File: src/rtl/hwpe_ctrl_pkg.sv
// Shared HWPE control definitions: register map offsets, acquire response codes and offloader FSM states.
// Used by hwpe_ctrl_offloader (optional feature macro: HWPE_CTRL_OFFLOADER_POLL_EN).
package hwpe_ctrl_pkg;

   localparam logic [31:0] TRIGGER_OFFS   = 32'h0000_0000;
   localparam logic [31:0] ACQUIRE_OFFS   = 32'h0000_0004;
   localparam logic [31:0] FINISHED_OFFS  = 32'h0000_0008;
   localparam logic [31:0] STATUS_OFFS    = 32'h0000_000C;
   localparam logic [31:0] RUNNING_OFFS   = 32'h0000_0010;
   localparam logic [31:0] SOFTCLEAR_OFFS = 32'h0000_0014;
   localparam logic [31:0] IO_BASE_OFFS   = 32'h0000_0040;

   // Negative acquire responses: every context busy (-1), another PE is offloading (-2)
   localparam logic [31:0] ACQ_ALL_BUSY   = 32'hFFFF_FFFF;
   localparam logic [31:0] ACQ_OTHER_PE   = 32'hFFFF_FFFE;

   typedef enum logic [2:0] {
      S_IDLE,
      S_ACQ,
      S_ACQ_RSP,
      S_BACKOFF,
      S_WR,
      S_TRIG,
      S_WAIT
   } offl_state_e;

   // Any negative acquire response means the job could not be placed yet
   function automatic logic acq_refused(input logic [31:0] rsp);
      return rsp[31];
   endfunction

endpackage

File: src/rtl/hwpe_ctrl_offloader.sv
// Offloads a job to an HWPE over a periph initiator port: acquire, parameter writes, trigger, completion.
// Macro HWPE_CTRL_OFFLOADER_POLL_EN: completion by polling STATUS instead of the evt_i pulse.
module hwpe_ctrl_offloader
   import hwpe_ctrl_pkg::*;
#(
   parameter int unsigned N_IO_REGS   = 2,
   parameter int unsigned ID_WIDTH    = 16,
   parameter int unsigned RETRY_DELAY = 8
) (
   input  logic                          clk_i,
   input  logic                          rst_ni,
   input  logic                          clear_i,
   input  logic                          job_valid_i,
   output logic                          job_ready_o,
   input  logic [N_IO_REGS-1:0][31:0]    job_params_i,
   output logic                          done_valid_o,
   output logic [7:0]                    done_job_id_o,
   output logic                          busy_o,
   output logic                          req_o,
   input  logic                          gnt_i,
   output logic [31:0]                   add_o,
   output logic                          wen_o,
   output logic [3:0]                    be_o,
   output logic [31:0]                   data_o,
   output logic [ID_WIDTH-1:0]           id_o,
   input  logic                          r_valid_i,
   input  logic [31:0]                   r_data_i,
   input  logic                          evt_i
);

   localparam int unsigned KW = (N_IO_REGS > 1) ? $clog2(N_IO_REGS) : 1;
   localparam int unsigned RW = $clog2(RETRY_DELAY + 1);

   offl_state_e                 r_state;
   offl_state_e                 w_state_next;
   logic [N_IO_REGS-1:0][31:0]  r_params;
   logic [KW-1:0]               r_word_idx;
   logic [RW-1:0]               r_retry_cnt;
   logic                        r_outstanding;
   logic [7:0]                  r_job_id;
   logic                        r_done_valid;
   logic [7:0]                  r_done_id;
   logic                        w_issue;
   logic                        w_rsp;
   logic                        w_refused;
   logic                        w_last_word;
   logic                        w_done;
   logic                        w_unused;

`ifdef HWPE_CTRL_OFFLOADER_POLL_EN
   localparam logic [3:0] POLL_LAST = 4'd15;
   logic [3:0]                  r_poll_cnt;
   assign w_unused = evt_i;
`else
   assign w_unused = ^r_data_i[30:8];
`endif

   assign w_issue     = req_o & gnt_i;
   assign w_rsp       = r_valid_i & r_outstanding;
   assign w_refused   = acq_refused(r_data_i);
   assign w_last_word = (r_word_idx == KW'(N_IO_REGS - 1));

   assign busy_o        = (r_state != S_IDLE);
   assign be_o          = 4'hF;
   assign id_o          = '0;
   assign done_valid_o  = r_done_valid;
   assign done_job_id_o = r_done_id;

   always_ff @(posedge clk_i or negedge rst_ni) begin
      if (!rst_ni) begin
         r_state <= S_IDLE;
      end else if (clear_i) begin
         r_state <= S_IDLE;
      end else begin
         r_state <= w_state_next;
      end
   end

   // Bus fields are decoded from state alone, so they hold steady while a request waits for gnt_i
   always_comb begin
      w_state_next = r_state;
      job_ready_o  = 1'b0;
      req_o        = 1'b0;
      add_o        = '0;
      wen_o        = 1'b1;
      data_o       = '0;
      w_done       = 1'b0;
      case (r_state)
         S_IDLE: begin
            job_ready_o = 1'b1;
            if (job_valid_i) w_state_next = S_ACQ;
         end
         S_ACQ: begin
            req_o = 1'b1;
            add_o = ACQUIRE_OFFS;
            if (gnt_i) w_state_next = S_ACQ_RSP;
         end
         S_ACQ_RSP: begin
            if (w_rsp) w_state_next = w_refused ? S_BACKOFF : S_WR;
         end
         S_BACKOFF: begin
            if (r_retry_cnt == RW'(RETRY_DELAY - 1)) w_state_next = S_ACQ;
         end
         S_WR: begin
            if (!r_outstanding) begin
               req_o  = 1'b1;
               add_o  = IO_BASE_OFFS + (32'(r_word_idx) << 2);
               wen_o  = 1'b0;
               data_o = r_params[r_word_idx];
            end else if (w_rsp && w_last_word) begin
               w_state_next = S_TRIG;
            end
         end
         S_TRIG: begin
            if (!r_outstanding) begin
               req_o = 1'b1;
               add_o = TRIGGER_OFFS;
               wen_o = 1'b0;
            end else if (w_rsp) begin
               w_state_next = S_WAIT;
            end
         end
         S_WAIT: begin
`ifdef HWPE_CTRL_OFFLOADER_POLL_EN
            if (!r_outstanding) begin
               if (r_poll_cnt == POLL_LAST) begin
                  req_o = 1'b1;
                  add_o = STATUS_OFFS;
               end
            end else if (w_rsp && (r_data_i == '0)) begin
               w_done       = 1'b1;
               w_state_next = S_IDLE;
            end
`else
            if (evt_i) begin
               w_done       = 1'b1;
               w_state_next = S_IDLE;
            end
`endif
         end
         default: w_state_next = S_IDLE;
      endcase
   end

   // Datapath: captured parameters, transaction tracking, retry counter and completion reporting
   always_ff @(posedge clk_i or negedge rst_ni) begin
      if (!rst_ni) begin
         r_params      <= '0;
         r_word_idx    <= '0;
         r_retry_cnt   <= '0;
         r_outstanding <= 1'b0;
         r_job_id      <= '0;
         r_done_valid  <= 1'b0;
         r_done_id     <= '0;
      end else if (clear_i) begin
         r_params      <= '0;
         r_word_idx    <= '0;
         r_retry_cnt   <= '0;
         r_outstanding <= 1'b0;
         r_job_id      <= '0;
         r_done_valid  <= 1'b0;
         r_done_id     <= '0;
      end else begin
         if ((r_state == S_IDLE) && job_valid_i) r_params <= job_params_i;

         if (w_issue) begin
            r_outstanding <= 1'b1;
         end else if (w_rsp) begin
            r_outstanding <= 1'b0;
         end

         if ((r_state == S_BACKOFF) && (w_state_next == S_BACKOFF)) begin
            r_retry_cnt <= r_retry_cnt + 1'b1;
         end else begin
            r_retry_cnt <= '0;
         end

         if ((r_state == S_ACQ_RSP) && w_rsp && !w_refused) begin
            r_job_id   <= r_data_i[7:0];
            r_word_idx <= '0;
         end else if ((r_state == S_WR) && w_rsp && !w_last_word) begin
            r_word_idx <= r_word_idx + 1'b1;
         end

         r_done_valid <= w_done;
         if (w_done) r_done_id <= r_job_id;
      end
   end

`ifdef HWPE_CTRL_OFFLOADER_POLL_EN
   // Poll timer runs only while idle in WAIT and restarts after every STATUS read
   always_ff @(posedge clk_i or negedge rst_ni) begin
      if (!rst_ni) begin
         r_poll_cnt <= '0;
      end else if (clear_i) begin
         r_poll_cnt <= '0;
      end else if ((r_state != S_WAIT) || w_issue || w_rsp) begin
         r_poll_cnt <= '0;
      end else if (!r_outstanding && (r_poll_cnt != POLL_LAST)) begin
         r_poll_cnt <= r_poll_cnt + 1'b1;
      end
   end
`endif

endmodule

File: config.mk
export PLATFORM = sky130hd
export DESIGN_NAME = hwpe_ctrl_offloader
export DESIGN_NICKNAME = d
export VERILOG_FILES = /design/src/rtl/hwpe_ctrl_pkg.sv /design/src/rtl/hwpe_ctrl_offloader.sv
export SDC_FILE = /design/constraint.sdc
export NUM_CORES = 1
export LEC_CHECK = 0
export CORE_UTILIZATION = 35
export DETAILED_ROUTE_END_ITERATION = 8
export DONT_BUFFER_PORTS = 1
export GPL_TIMING_DRIVEN = 0
export PLACE_DENSITY_LB_ADDON = 0.3
export REMOVE_ABC_BUFFERS = 1
export SLEW_MARGIN = 20
export SYNTH_ARGS = -nofsm -noshare
export SYNTH_HDL_FRONTEND = slang
export SYNTH_SLANG_ARGS = --single-unit
export TNS_END_PERCENT = 30
File: constraint.sdc
create_clock -name clk_i -period 1.89 [get_ports clk_i]
set_input_delay 0.567 -clock clk_i [delete_from_list [all_inputs] [get_ports clk_i]]
set_output_delay 0.567 -clock clk_i [all_outputs]
set_load 0.005 [all_outputs]
==> flow_summary.ini <==
[grt]
grt_use_total = 0.169
antenna_found_initial = 0
overflow = 0
grt_max_degree = 91
grt_pass1_vias = 2860
grt_pass1_wl_mm = 16.4

[routing]
routed_wl_mm = 10.7
drtIter0Drc = 194
ant_nets = 0
viasPerCell = 5.16
drtPass1Iterations = 5
wl_per_cell_um = 18.9
via_count = 2925
drc = 0

[yosys]
seq_area_frac_synth = 0.513
synth_adder_area_share = 0.00285
avgSynthCellArea_um2 = 11.3
synth-compound-area-share = 0.183
synth_top_family_by_area = compound AO/OA/AOI/OAI gates
yosysWarnings = 0
synthMuxAreaShare = 0.0729
ys_ff_latch = 90
synthCells = 389
netlist_area_mm2 = 0.00439
synth_xor_area_frac = 0.00399
ys_types = 39
synthSimpleGateAreaFrac = 0.0923

[worst_hold_path]
hp-class = input port to asynchronous set/reset pin

[die]
row_count = 40
initial_core_util = 0.363
dieWidth_um = 114
io_pins = 200
die_h_um = 114
fp.dieArea_mm2 = 0.0130
core_area_mm2 = 0.0121

[placed_design]
portBuffers = 0
dpl-instance-area_mm2 = 0.00434
place.gp.congestion = 0.723
post-dp-hpwl_mm = 6.14

[cells_and_area]
nFillCells = 1169
layout_common_cells = dfrtp_1 (85), a22o_1 (72), conb_1 (50), nor2_4 (20), mux2i_1 (17)
antennaDiodeCount = 0
drive_above_1_share = 0.251
fin_area_mm2 = 0.00517
postLayoutCoreUtil = 0.427
final_common_cell = dfrtp_1
finalNetCount = 499
syn_to_final_growth_pct = 17.7

[worst_setup_path]
endpoint_kind = output port
start_kind = flop
critPathArrivalTime_ns = 1.40
crit_path_max_incr_delay_ns = 0.43
slowest_stage = dfrtp_2
path_cells = nor2_4, buf_12, nand2_8, nor2_4
critPathMaxFanout = 8
critical_path_required_ns = 1.32
cp_common_cell = nor2_4
crit_type = flop to output port

[sta]
min_period_over_period = 1.04
hold_viol_final = 90
setup_ws_ns = -0.0805
worst_pin_slew_ns = 0.551
finClkSkew_ns = 0.00671
finalCriticalPeriod_ns = 1.97
fmaxAchievable_ghz = 0.507
slew_headroom = 0.632
rsz0062_at_grt = yes
finalMaxSlewViolations = 0
final-setup-viol-count = 35
hold_ws_ns = -0.0760

[pwr]
p_int_mw = 3.30
ir_drop_mv = 0.484
clkPwrFrac = 0.404
power_mw = 4.31
seq_power_share = 0.489
switching_share = 0.235
p_switching_mw = 1.01
power.density_mw_per_mm2 = 833
leakagePower_nw = 2.16
combinationalPowerShare = 0.107

[cts]
cts_max_path_buffers = 2
root_buffer = clkbuf_16
numCtsBuffers = 9
clkTransAtPathRegs_ns = 0.06
cts_max_level = 3
cts_tree = built
clk_latency_ns = 0.34
numClockSinks = 90

[run]
drv_cap = 0

[run_status]
violations = hold timing, setup timing
outcome = finished, violations left
worst paths after layout:
path	start	to	slack (ns)	cells after the start
max in group asynchronous	rst_ni	r_params[52]$_DFFE_PN0P_	1.85	0
min in group clk_i	clear_i	r_outstanding$_DFFE_PN0P_	0.29	1
setup reg to reg	r_state[1]$_DFF_PN0_	r_params[40]$_DFFE_PN0P_	0.13	6
hold / removal	rst_ni	r_state[1]$_DFF_PN0_	-0.08	0
hold reg to reg	r_retry_cnt[0]$_DFF_PN0_	r_retry_cnt[0]$_DFF_PN0_	0.46	1
setup / recovery	r_state[1]$_DFF_PN0_	data_o[13]	-0.08	4
per-stage QoR:
| step | setup WS [ns] | TNS, ns | instances |
|---|---|---|---|
| floorplan | -0.419 | -35.93 | 358 |
| global placement | -1.23 | -108.18 | 526 |
| detailed placement | -0.570 | -15.30 | 530 |
| CTS | -0.0863 | -2.66 | 563 |
| global route | -0.145 | -4.05 | 567 |
| finish | -0.0805 | -1.59 | 567 |
power by group through the flow:
stage | Clock (mW) | Sequential (mW) | Combinational (mW)
floorplan | 0 | 2.12 | 0.232
global placement | 0 | 2.14 | 0.276
detailed placement | 0 | 2.14 | 0.312
CTS | 1.80 | 2.10 | 0.434
global route | 1.89 | 2.12 | 0.504
finish | 1.74 | 2.11 | 0.459
layer usage:
metal	vias up	global-route usage	part of all wire
met5	-	0	0
met3	7	0.0635	0.081
met1	1454	0.221	0.44
met4	0	0.0545	0.0097
met2	143	0.258	0.47
li1	1321	-	-
worst max-delay path: cells and delay by family (launching register included):
| kind | cells | cell delay (ns) |
|---|---|---|
| AND/OR/NAND/NOR | 3 | 0.46 |
| flip-flops | 1 | 0.43 |
| buffers and inverters | 1 | 0.17 |
layout make-up:
type                    count  area (µm²)  share of cell area
well taps                 168         210              0.0406
clock buffers              12         246              0.0477
multi-input cells         268        2110               0.408
flip-flops and latches     90        2260               0.437
repair buffers             21         284              0.0549
inverters                   5        18.8             0.00363
clock inverters             3        40.0             0.00774
flip-flops by register name, indices dropped and copies added (netlist names):
name           cells
done_valid_o       1
r_state            3
r_word_idx         1
r_job_id           8
r_retry_cnt        4
r_params          64
r_outstanding      1
done_job_id_o      8
cells in the mapped netlist, drive strengths merged:
cell type	number	share of area
a2111o	1	0.0026
a211oi	1	0.0017
a21oi	12	0.014
a22o	72	0.14
a22oi	1	0.0017
a311oi	1	0.0020
a31o	1	0.0020
a31oi	2	0.0028
and2b	1	0.0017
and3	1	0.0014
and3b	2	0.0040
and4b	1	0.0023
buf	71	0.12
clkbuf	8	0.0068
conb	2	0.0017
dfrtp	90	0.51
ha	1	0.0028
inv	5	0.0043
mux2i	32	0.073
nand2	3	0.0026
nand2b	2	0.0028
nand3	10	0.011
nand3b	4	0.0068
nand4	1	0.0014
nand4b	2	0.0040
nor2	41	0.036
nor2b	3	0.0043
nor3b	2	0.0046
nor4b	1	0.0054
o2111ai	1	0.0020
o21ai	10	0.011
or3	1	0.0014
or3b	1	0.0020
xnor2	1	0.0020
xor2	1	0.0020
logic make-up after synthesis:
logic type	Yosys count
AOI/OAI and AO/OA	102
DFF	90
buffers and inverters	84
and+or+nand+nor	76
muxes	32
other	2
xor gates and xnor gates	2
adders and majority gates	1
what timing repair did:
action / in CTS / in global routing
gates resized for setup: 67 / 19
cloned: 4 / 1
pin swaps: 30 / 1
endpoints found under the hold margin: 90 / 90
endpoints found under the setup margin: 75 / 75
buffers inserted: 14 / 3
No activity file was read; power rests on OpenSTA's default activity.
